[src/rtl/me_pkg.sv]
// Shared types and helpers for the full-search motion-estimation scheduler.
package me_pkg;

   typedef enum logic [1:0] {
      ST_IDLE  = 2'd0,
      ST_ISSUE = 2'd1,
      ST_WAIT  = 2'd2,
      ST_DONE  = 2'd3
   } me_state_t;

   localparam int ME_MV_WIDTH = 5;

   typedef logic signed [ME_MV_WIDTH-1:0] me_offset_t;

   function automatic int num_cand(input int r);
      return (2 * r + 1) * (2 * r + 1);
   endfunction

endpackage

[src/rtl/me_offset_gen.sv]
// Raster-order (dx,dy) generator over a +/-R window: dx sweeps -R..R, then wraps with dy+1.
module me_offset_gen #(
   parameter int MV_WIDTH = 5,
   parameter int R        = 4
) (
   input  logic                       i_clk,
   input  logic                       i_rst_n,
   input  logic                       i_init,
   input  logic                       i_advance,
   output logic signed [MV_WIDTH-1:0] o_dx,
   output logic signed [MV_WIDTH-1:0] o_dy,
   output logic                       o_last
);

   localparam logic signed [MV_WIDTH-1:0] LP_POS = MV_WIDTH'(R);
   localparam logic signed [MV_WIDTH-1:0] LP_NEG = MV_WIDTH'(-R);

   logic signed [MV_WIDTH-1:0] r_dx;
   logic signed [MV_WIDTH-1:0] r_dy;

   always_ff @(posedge i_clk or negedge i_rst_n) begin
      if (!i_rst_n) begin
         r_dx <= '0;
         r_dy <= '0;
      end else if (i_init) begin
         r_dx <= LP_NEG;
         r_dy <= LP_NEG;
      end else if (i_advance) begin
         if (r_dx == LP_POS) begin
            r_dx <= LP_NEG;
            r_dy <= r_dy + MV_WIDTH'(1);
         end else begin
            r_dx <= r_dx + MV_WIDTH'(1);
         end
      end
   end

   assign o_dx   = r_dx;
   assign o_dy   = r_dy;
   assign o_last = (r_dx == LP_POS) && (r_dy == LP_POS);

endmodule

[src/rtl/me_search_scheduler.sv]
// Issues every candidate offset of a full-search window and tracks the minimum SAD
// together with its motion vector; pulses out_done once per pass.
module me_search_scheduler
   import me_pkg::*;
#(
   parameter int SAD_WIDTH    = 16,
   parameter int SEARCH_RANGE = 4,
   parameter int MV_WIDTH     = 5,
   parameter int CNT_WIDTH    = 9
) (
   input  logic                        in_clk,
   input  logic                        in_rst_n,
   input  logic                        in_start,
   output logic                        out_busy,
   output logic                        out_cand_valid,
   input  logic                        in_cand_ready,
   output logic signed [MV_WIDTH-1:0]  out_cand_dx,
   output logic signed [MV_WIDTH-1:0]  out_cand_dy,
   input  logic [SAD_WIDTH-1:0]        in_SAD,
   input  logic                        in_SAD_valid,
   output logic                        out_done,
   output logic [SAD_WIDTH-1:0]        out_best_SAD,
   output logic signed [MV_WIDTH-1:0]  out_best_dx,
   output logic signed [MV_WIDTH-1:0]  out_best_dy
);

   localparam int                         LP_N     = num_cand(SEARCH_RANGE);
   localparam logic [CNT_WIDTH-1:0]       LP_N_C   = CNT_WIDTH'(LP_N);
   localparam logic signed [MV_WIDTH-1:0] LP_NEG   = MV_WIDTH'(-SEARCH_RANGE);

   me_state_t r_state;
   me_state_t w_next_state;

   logic [SAD_WIDTH-1:0]       r_best_sad;
   logic signed [MV_WIDTH-1:0] r_best_dx;
   logic signed [MV_WIDTH-1:0] r_best_dy;
   logic [CNT_WIDTH-1:0]       r_res_cnt;

   logic                       w_idle;
   logic                       w_iss_fire;
   logic                       w_iss_last;
   logic signed [MV_WIDTH-1:0] w_iss_dx;
   logic signed [MV_WIDTH-1:0] w_iss_dy;
   logic                       w_res_accept;
   logic                       w_res_last;
   logic                       w_res_done;
   logic                       w_better;
   logic signed [MV_WIDTH-1:0] w_res_dx;
   logic signed [MV_WIDTH-1:0] w_res_dy;
   logic [SAD_WIDTH-1:0]       w_best_sad_nxt;
   logic signed [MV_WIDTH-1:0] w_best_dx_nxt;
   logic signed [MV_WIDTH-1:0] w_best_dy_nxt;

   assign w_idle       = (r_state == ST_IDLE);
   assign w_iss_fire   = (r_state == ST_ISSUE) && in_cand_ready;
   // Results beyond the candidate count are dropped so the minimum cannot be polluted.
   assign w_res_accept = ((r_state == ST_ISSUE) || (r_state == ST_WAIT)) &&
                         in_SAD_valid && (r_res_cnt != LP_N_C);
   assign w_better     = in_SAD < r_best_sad;
   assign w_res_done   = (r_res_cnt == LP_N_C) || (w_res_accept && w_res_last);

   me_offset_gen #(.MV_WIDTH(MV_WIDTH), .R(SEARCH_RANGE)) u_issue_gen (
      .i_clk     (in_clk),
      .i_rst_n   (in_rst_n),
      .i_init    (w_idle),
      .i_advance (w_iss_fire),
      .o_dx      (w_iss_dx),
      .o_dy      (w_iss_dy),
      .o_last    (w_iss_last)
   );

   me_offset_gen #(.MV_WIDTH(MV_WIDTH), .R(SEARCH_RANGE)) u_result_gen (
      .i_clk     (in_clk),
      .i_rst_n   (in_rst_n),
      .i_init    (w_idle),
      .i_advance (w_res_accept),
      .o_dx      (w_res_dx),
      .o_dy      (w_res_dy),
      .o_last    (w_res_last)
   );

   always_comb begin
      w_best_sad_nxt = r_best_sad;
      w_best_dx_nxt  = r_best_dx;
      w_best_dy_nxt  = r_best_dy;
      if (w_res_accept && w_better) begin
         w_best_sad_nxt = in_SAD;
         w_best_dx_nxt  = w_res_dx;
         w_best_dy_nxt  = w_res_dy;
      end
   end

   always_comb begin
      w_next_state = r_state;
      case (r_state)
         ST_IDLE:  if (in_start) w_next_state = ST_ISSUE;
         ST_ISSUE: if (w_iss_fire && w_iss_last) w_next_state = ST_WAIT;
         ST_WAIT:  if (w_res_done) w_next_state = ST_DONE;
         ST_DONE:  w_next_state = ST_IDLE;
         default:  w_next_state = ST_IDLE;
      endcase
   end

   always_ff @(posedge in_clk or negedge in_rst_n) begin
      if (!in_rst_n) begin
         r_state <= ST_IDLE;
      end else begin
         r_state <= w_next_state;
      end
   end

   // Best defaults to (-R,-R) so a window of all-maximum SADs reports the first candidate.
   always_ff @(posedge in_clk or negedge in_rst_n) begin
      if (!in_rst_n) begin
         r_best_sad   <= '1;
         r_best_dx    <= '0;
         r_best_dy    <= '0;
         r_res_cnt    <= '0;
         out_best_SAD <= '0;
         out_best_dx  <= '0;
         out_best_dy  <= '0;
      end else if (w_idle) begin
         r_best_sad <= '1;
         r_best_dx  <= LP_NEG;
         r_best_dy  <= LP_NEG;
         r_res_cnt  <= '0;
      end else begin
         r_best_sad <= w_best_sad_nxt;
         r_best_dx  <= w_best_dx_nxt;
         r_best_dy  <= w_best_dy_nxt;
         if (w_res_accept) begin
            r_res_cnt <= r_res_cnt + CNT_WIDTH'(1);
         end
         if ((r_state == ST_WAIT) && w_res_done) begin
            out_best_SAD <= w_best_sad_nxt;
            out_best_dx  <= w_best_dx_nxt;
            out_best_dy  <= w_best_dy_nxt;
         end
      end
   end

   assign out_busy       = (r_state == ST_ISSUE) || (r_state == ST_WAIT);
   assign out_cand_valid = (r_state == ST_ISSUE);
   assign out_cand_dx    = (r_state == ST_ISSUE) ? w_iss_dx : '0;
   assign out_cand_dy    = (r_state == ST_ISSUE) ? w_iss_dy : '0;
   assign out_done       = (r_state == ST_DONE);

endmodule

[config.mk]
export PLATFORM = sky130hd
export DESIGN_NAME = me_search_scheduler
export DESIGN_NICKNAME = d
export VERILOG_FILES = /design/src/rtl/me_pkg.sv /design/src/rtl/me_offset_gen.sv /design/src/rtl/me_search_scheduler.sv
export SDC_FILE = /design/constraint.sdc
export NUM_CORES = 1
export LEC_CHECK = 0
export ABC_AREA = 1
export CAP_MARGIN = 20
export CELL_PAD_IN_SITES_DETAIL_PLACEMENT = 1
export CELL_PAD_IN_SITES_GLOBAL_PLACEMENT = 1
export CORE_ASPECT_RATIO = 2
export CORE_MARGIN = 1.5
export CORE_UTILIZATION = 44
export CTS_CLUSTER_SIZE = 10
export DETAILED_ROUTE_END_ITERATION = 16
export PLACE_DENSITY_LB_ADDON = 0.1
export SLEW_MARGIN = 20
export SYNTH_ARGS = -nofsm -noshare
export SYNTH_HDL_FRONTEND = slang
export SYNTH_SLANG_ARGS = --single-unit
[constraint.sdc]
create_clock -name in_clk -period 3.3 [get_ports in_clk]
set_clock_uncertainty 0.1 [all_clocks]
set_input_delay 0.33 -clock in_clk [delete_from_list [all_inputs] [get_ports in_clk]]
set_output_delay 0.33 -clock in_clk [all_outputs]
set_load 0.1 [all_outputs]
Word level (Yosys, flattened, before mapping)
Index checks and enable logic that the tools add are counted.
{ "op_classes": {"add_sub_neg": 5, "n_mux": 26, "n_reduce_logical": 20, "n_eq_ne": 12, "magnitude_cmp": 1, "n_bitwise": 1} }
{ "ops": {"columns": ["op", "n"], "rows": [
  ["$mux W5", 18],
  ["$mux W16", 2],
  ["$add A5 B2 Y5 const B", 4],
  ["$eq A5 B4 Y1 const B", 4],
  ["$mux W9", 2],
  ["$lt A16 B16 Y1", 1],
  ["$add A9 B1 Y9 const B", 1],
  ["$eq A9 B7 Y1 const B", 1],
  ["$logic_and A1 B1 Y1", 9],
  ["$ne A9 B7 Y1 const B", 1],
  ["$pmux W2 S4", 1],
  ["$reduce_bool A2 Y1", 4],
  ["$mux W2", 3],
  ["$reduce_and A2 Y1", 3],
  ["$eq A2 B2 Y1 const B", 2],
  ["$ne A2 B2 Y1 const B", 2],
  ["$reduce_and A3 Y1", 1],
  ["$eq A2 B1 Y1 const B", 1],
  ["$logic_not A2 Y1", 1],
  ["$logic_or A1 B1 Y1", 2],
  ["$ne A2 B1 Y1 const B", 1],
  ["$not A1 Y1", 1]
]} }
{ "totals": {"inputBits": 21, "out_inout_bits": 39, "reg_bits": 83, "wordCells": 77} }

Longest topological paths before layout
Gate-level depths: netlist of the first run.
{ "logic_depth": {"ltp_word": 8, "depth_mapped": 14, "ltp_nobuf": 13} }

Modules after synthesis
From an unflattened synthesis of the first run, not the netlist that was laid out.
{ "hier_totals": {"cells_unflattened": 632, "area_unflattened_um2": 5064.9} }
{ "modules_own_cells": {"columns": ["mod", "cells_each", "seq_area_each_um2", "area_each_um2", "n_inst"], "rows": [
  ["me_search_scheduler", 464, 1596.5, 3821.2, 1],
  ["me_offset_gen", 84, 250.2, 621.8, 2]
]} }

Worst setup path before layout of the first run
OpenSTA, ideal clock, no wires.
{ "synth_timing": {"kind": "reg-to-output", "from": "reg r_state[1]", "to": "out out_cand_dx[0]", "path_stages_with_launch": 6, "arrival_time_ns": 2.298, "path_slack_ns": 0.572, "cell_sequence": "dfrtp_1 inv_1 ha_1 clkbuf_1 nand2_1 inv_1"} }
{ "synth_via": {"elab_chain_cells": 2} }
{ "synth_rtl": {"columns": ["element", "line", "rtl"], "rows": [
  ["start, declared", "me_search_scheduler.sv:31", "me_state_t r_state;"],
  ["start signal, assigned", "me_search_scheduler.sv:108", "r_state <= w_next_state;"],
  ["$eq A2 B1 Y1", null, null],
  ["via out_cand_valid", "me_search_scheduler.sv:15", "output logic out_cand_valid,"],
  ["$mux W5", "me_search_scheduler.sv:144", "assign out_cand_dx = (r_state == ST_ISSUE) ? w_iss_dx : '0;"],
  ["end, declared", "me_search_scheduler.sv:17", "output logic signed [MV_WIDTH-1:0] out_cand_dx,"]
]} }
The timed path passes the listed nets, and every way through them passes these cells.

Worst setup path after layout of the first run
{ "layout_timing": {"from": "reg r_best_sad[11]", "to": "reg out_best_SAD[1]"} }
{ "layout_via": {"elab_chain_cells": 3} }
{ "layout_rtl": {"columns": ["element", "line", "rtl"], "rows": [
  ["start, declared", "me_search_scheduler.sv:34", "logic [SAD_WIDTH-1:0] r_best_sad;"],
  ["start signal, assigned", "me_search_scheduler.sv:128", "r_best_sad <= w_best_sad_nxt;"],
  ["$lt A16 B16 Y1", "me_search_scheduler.sv:59", "assign w_better = in_SAD < r_best_sad;"],
  ["$logic_and A1 B1 Y1", "me_search_scheduler.sv:86", "if (w_res_accept && w_better) begin"],
  ["$mux W16", "me_search_scheduler.sv:86", null],
  ["end signal, assigned", "me_search_scheduler.sv:135", "out_best_SAD <= w_best_sad_nxt;"],
  ["end, declared", "me_search_scheduler.sv:22", "output logic [SAD_WIDTH-1:0] out_best_SAD,"]
]} }
Every way passes these cells.
A chain may end at the register's enable or synchronous reset.

==> impl_metrics.yaml, run 1 <==
status:
  status: "finished clean"
global_routing:
  grt_usage: 0.242
  use_met3: 0.0261
  grt-ovfl-total: 0
  met2_usage: 0.457
  top_usage_layer: "met2"
  grt_pass1_wl_um: 20500
  grt_pass1_vias: 4365
  grt_max_degree: 40
  grt_use_met1: 0.260
  antenna_found_initial: 0
clock_network:
  cts.sinks: 83
  clk_latency_ps: 340
  numCtsBuffers: 9
  clk_pin_slew_ps: 60
  cts_max_path_buffers: 2
  htreeDepth: 3
  cts_tree: "yes"
  clock-root-buffer: "clkbuf_16"
sta:
  hold_viol_final: 0
  clock.fmax_mhz: 411
  fin_crit_sh: 0.738
  setup_slack_ps: 865
  rsz0062_at_grt: "no"
  maxSlewHeadroom: 0.313
  tns_ps: 0
  tightest_slew_ps: 1030
  fin_crit_ps: 2440
  final_max_slew_viol_count: 0
  finalSetupViolations: 0
finish:
  num-fill-cells: 1298
  antenna_cells: 0
  design_area_mm2: 0.00566
  drive_gt1_frac: 0.110
  nets: 701
  syn_to_final_growth_pct: 23.5
worst_setup_path:
  cp_cell_sequence: "inv_1 > ha_1 > nand2_1 > inv_1 > nand3_1 > nor2_1 > nand2_2 > nand2_4 > nand2_1 > nand3_1 > nand2_1"
  max_stage_delay_ps: 510
  timing.rr.start: "r_best_sad[11]"
  cp_data_arrival_time_ps: 2560
  start_kind: "flop"
  cp-startpoint: "r_best_sad[11]"
  cp_common_cell: "nand2_1"
  end_kind: "flop"
  critPathMaxFanout: 26
  crit_path_top_delay_cell: "dfstp_2"
  crit_buf_inv: 2
  cpLargestDelayFamily: "simple AND/OR/NAND/NOR gates"
  path_class: "reg2reg"
  required_ps: 3430
yosys:
  synth_top_area_frac: 0.366
  synthMuxAreaShare: 0
  synth_edf_count: 0
  synth_top_area_cell: "dfrtp_1"
  synth_area_per_cell_um2: 7.82
  netlist_area_mm2: 0.00458
  syn_inst: 586
  ys_types: 34
  synth-simple-area-share: 0.299
  yosys_warnings: 0
  async_flop_share: 1.00
  synthTopCellsByArea: "dfrtp_1 (37%), nand2_1 (16%), dfstp_2 (9.2%), nand3_1 (8.2%), ha_1 (7.9%)"
  ys_seq_area_frac: 0.458
  synth_xor_area_frac: 0.0115
  ys.flop_type: "dfrtp_1"
  synth_compound_area_frac: 0.0535
  synth_top_family_by_area: "simple AND/OR/NAND/NOR gates"
  synth_fp_nets: 636
  ys_seq_elements: 83
  synthAdderAreaFrac: 0.0792
placed_design:
  hpwlAfterDp_um: 8740
  placed_cell_area_mm2: 0.00529
  post-place-ws_ps: 592
  routabilityCongestion: 0.827
  port_buffers: 59
route:
  wl_per_cell_um: 15.4
  vias: 4034
  wl_um: 12200
  via_per_inst: 5.10
  dr.pass1.iters: 6
  antenna_left: 0
  drc: 0
  drtIter0Drc: 194
run:
  drv_cap: 0
die:
  coreArea_mm2: 0.0101
  rows: 52
  io_pins: 60
  fp.dieH_um: 147
  die_x_um: 75.1
  dieArea_mm2: 0.0111
  start_util: 0.451
worst_hold_path:
  hp-class: "reg2reg"
  worstHoldStart: "out_best_SAD[0]"
pwr:
  ir_worst_vdd_v: 0.000727
  total_power_w: 0.00475
  p_leak_nw: 3.08
  power.density_mw_per_mm2: 839
-- cells by family after synthesis --
group | count (synthesis)
AO/OA/AOI/OAI | 44
XOR/XNOR | 6
adder cells (fa/ha/maj) | 29
buffers and inverters | 111
flip-flops | 83
AND/OR/NAND/NOR | 313
-- metrics by stage --
step	utilization	hold slack, ps	cells
after floorplan	-	-65.6	586
after global placement	0.521	234	774
after detailed placement	0.521	241	774
after CTS	0.557	382	791
after global routing	0.557	410	791
final	0.557	381	791
-- per-layer routing --
metal  vias up  routed length (µm)
met5         -                   0
met4         0                 294
met3        18                 209
met2        52                7010
met1      1991                4660
li1       1973                   -
-- cell usage in the layout (no fill, tap or decap), drive strengths merged, types with 4 or more instances in the layout --
cell	netlist	routed
nand2	201	201
inv	94	94
nand3	77	77
dfrtp	67	67
clkdlybuf4s50	0	45
ha	29	29
o21ai	26	26
buf	11	24
nor2	18	18
dfstp	16	16
nor3	12	12
clkbuf	5	11
a21oi	10	10
xor2	6	6
o31ai	4	4
bufinv	0	4
-- final timing paths --
path | slack (ps) | cells after the start | end
worst max-delay path | 860 | 11 | out_best_SAD[1]
worst min-delay path | 380 | 2 | out_best_SAD[0]
worst max register to register | 860 | 11 | out_best_SAD[1]
worst min register to register | 380 | 2 | out_best_SAD[0]
max in group asynchronous | 1920 | 3 | r_best_sad[14]
min in group asynchronous | 400 | 2 | out_best_SAD[2]
-- layout make-up --
class                           count  area (µm²)  share of cell area
Timing Repair Buffer               70         641               0.113
Clock buffer                       11         233              0.0412
Tap cell                          135         169              0.0299
Sequential cell                    83        2100               0.371
Inverter                           95         362              0.0639
Clock inverter                      5         125              0.0221
Multi-Input combinational cell    392        2030               0.359
-- cells in the mapped netlist, drive strengths merged (2+ instances only) --
library cell  instances
nor3                 12
inv                  94
xor2                  6
a21oi                10
nand4                 2
dfrtp                67
o21ai                26
ha                   29
nand2               201
o31ai                 4
buf                  11
nand3                77
nor2                 18
clkbuf                5
o211ai                2
dfstp                16
-- registers in the layout, indices dropped and copies added, names as in the netlist, 5 cells and up --
| register | flops |
|---|---|
| out_best_dx | 5 |
| out_best_dy | 5 |
| u_result_gen.o_dy | 5 |
| r_res_cnt | 9 |
| u_issue_gen.o_dy | 5 |
| u_issue_gen.o_dx | 5 |
| r_best_sad | 16 |
| u_result_gen.o_dx | 5 |
| r_best_dx | 5 |
| out_best_SAD | 16 |
| r_best_dy | 5 |
-- what timing repair did --
action | CTS | global route
hold buffers | 1 | 0
hold endpoints to repair | 30 | 0
buffers inserted | 0 | 0
gates resized for setup | 0 | 0
-- power by group --
part / switching, W / internal (W)
logic: 0.00160 / 0.000567
clock network: 0.000405 / 0.000816
registers: 0.000120 / 0.00124
-- worst min-delay path, cell delays in order (launching register included) --
cell and delay [ps]:
dfrtp_1 340, nand2_1 50, nand2_1 50
Power figures use the tool's default switching activity.
==> run 2, diff against run 1 <==
--- a/config.mk
+++ b/config.mk
@@ -11,7 +11,7 @@
 export CELL_PAD_IN_SITES_GLOBAL_PLACEMENT = 1
 export CORE_ASPECT_RATIO = 2
 export CORE_MARGIN = 1.5
-export CORE_UTILIZATION = 44
+export CORE_UTILIZATION = 41
 export CTS_CLUSTER_SIZE = 10
 export DETAILED_ROUTE_END_ITERATION = 16
 export PLACE_DENSITY_LB_ADDON = 0.1
==> constraint.sdc (replaced) <==
create_clock -name in_clk -period 2.4 [get_ports in_clk]
set_clock_uncertainty 0.1 [all_clocks]
set_input_delay 0.24 -clock in_clk [delete_from_list [all_inputs] [get_ports in_clk]]
set_output_delay 0.24 -clock in_clk [all_outputs]
set_load 0.1 [all_outputs]
==> run 2 against run 1 <==
Compared with the run above:
- largest power group unchanged
- wire length up 3.5%
- hold slack worse by 84 ps
- global-route usage down 1.3 points
- core utilization down 2.9 points
- first-iteration DRC count down 2.6%
- critical path type unchanged
- highest routed layer unchanged
- largest cell class unchanged
- sequential power up 37%
- critical path depth up 3
==> impl_metrics.yaml, run 2 (same netlist as run 1, synthesis figures left out) <==
clock_network:
  cts_max_path_buffers: 2
  numCtsBuffers: 9
  cts_tree: "yes"
  clk_latency_ps: 340
  clock-root-buffer: "clkbuf_16"
  clk_pin_slew_ps: 60
  cts.sinks: 83
  htreeDepth: 3
placed_design:
  hpwlAfterDp_um: 9060
  routabilityCongestion: 0.838
  post-place-ws_ps: -6.20
  port_buffers: 59
finish:
  nets: 705
  syn_to_final_growth_pct: 25.4
  mostFrequentLayoutCells: "nand2_1 (195), inv_1 (90), nand3_1 (74), dfrtp_1 (67), buf_4 (36)"
  drive_gt1_frac: 0.158
  mostFrequentLayoutCell: "nand2_1"
  finish.utilization: 0.528
  reg_top3: "out_best_SAD (16), r_best_sad (16), r_res_cnt (9)"
  seqCellArea_mm2: 0.00210
  num-fill-cells: 1342
  multi_input_area_mm2: 0.00205
  antenna_cells: 0
die:
  coreArea_mm2: 0.0109
  rows: 54
  die_x_um: 77.7
  fp.dieH_um: 152
  io_pins: 60
  start_util: 0.421
  dieArea_mm2: 0.0119
global_routing:
  met2_usage: 0.459
  grt_max_degree: 37
  grt_usage: 0.229
  grt_pass1_vias: 4559
  grt_pass1_wl_um: 21500
  grt_use_met1: 0.231
  use_met3: 0.0377
  top_usage_layer: "met2"
  grt-ovfl-total: 0
  antenna_found_initial: 0
route:
  vias: 4060
  wl_um: 12600
  antenna_left: 0
  wl_per_cell_um: 15.8
  dr.pass1.iters: 4
  drc: 0
  drtIter0Drc: 189
  via_per_inst: 5.08
sta:
  finalSetupViolations: 0
  rsz0062_at_grt: "no"
  tightest_slew_ps: 484
  clock.fmax_mhz: 446
  setup_slack_ps: 160
  final_max_slew_viol_count: 0
  fin_crit_sh: 0.933
  maxSlewHeadroom: 0.677
  tns_ps: 0
  hold_viol_final: 0
  fin_crit_ps: 2240
worst_setup_path:
  critPathMaxFanout: 5
  rr_worst_depth: 14
  end_kind: "flop"
  rrSetupSlack_ps: 160
  start_kind: "flop"
  cp_data_arrival_time_ps: 2360
  required_ps: 2520
  path_class: "reg2reg"
worst_hold_path:
  hp-class: "in2async"
pwr:
  power.density_mw_per_mm2: 1140
  combPwrFrac: 0.513
  switchingPower_w: 0.00302
  ir_worst_vdd_v: 0.000923
  power_frac_seq: 0.284
  p_int_w: 0.00356
  clkPwrFrac: 0.203
  p_leak_nw: 3.17
  switching_share: 0.459
run:
  drv_cap: 0
status:
  status: "finished clean"
run 2: cell types whose count changed in the layout (fill, tap and decap cells not counted), moves of 2 or more:
cell,previous run,this run
bufinv_16,4,1
buf_6,0,4
ha_1,29,27
clkdlybuf4s50_1,45,19
buf_4,24,36
ha_2,0,2
buf_12,0,13
run 2: path summary, 6_finish.rpt:
| check | start | end |
|---|---|---|
| worst max-delay path | r_best_sad[13] | out_best_SAD[5] |
| worst min-delay path | in_rst_n | out_best_SAD[2] |
| worst max register to register | r_best_sad[13] | out_best_SAD[5] |
| worst min register to register | out_best_SAD[6] | out_best_SAD[6] |
| max in group asynchronous | in_rst_n | r_best_sad[14] |
| min in group in_clk | out_best_SAD[6] | out_best_SAD[6] |
run 2: cell type report:
type	count	area share
Inverter	95	0.0629
Tap cell	140	0.0305
Sequential cell	83	0.365
Clock inverter	3	0.00697
Multi-Input combinational cell	392	0.357
Clock buffer	12	0.0412
Timing Repair Buffer	74	0.136
run 2: worst max-delay path, cell delays in order (launching register included):
cell,delay [ps]
dfstp_2,520
inv_1,50
ha_1,290
nand2_1,80
nand2_1,50
nand2_1,50
nand2_1,60
nor2_2,110
nand3_2,110
nor2_4,140
buf_12,130
clkbuf_4,170
nand3_1,110
nand3_1,100
nand2_1,60
run 2: power by group through the flow:
stage	Combinational (W)	Clock [W]	Sequential [W]
6_report	0.00338	0.00133	0.00187
5_1_grt	0.00370	0.00142	0.00190
4_1_cts	0.00333	0.00136	0.00187
3_5_place_dp	0.00328	0	0.00189
3_3_place_gp	0.00316	0	0.00187
2_1_floorplan	0.00229	0	0.00184
run 2: repair_timing:
action                                  4_1_cts  5_1_grt
hold buffers                                  1        0
setup buffers                                 0        1
endpoints found under the setup margin        0        7
hold endpoints to repair                     20        0
resized for setup                             0        8
run 2: stage by stage:
stage	instances	hold WS, ps	instance area, µm²	total power (W)
floorplan	586	-156	4590	0.00413
global placement	781	125	5400	0.00504
detailed placement	781	126	5400	0.00517
CTS	797	310	5690	0.00655
global route	799	317	5740	0.00702
finish	799	296	5740	0.00658
run 2: layer usage:
layer,part of all wire,up-vias
li1,-,1970
met1,0.36,2024
met2,0.60,53
met3,0.023,13
met4,0.017,0
met5,0,-
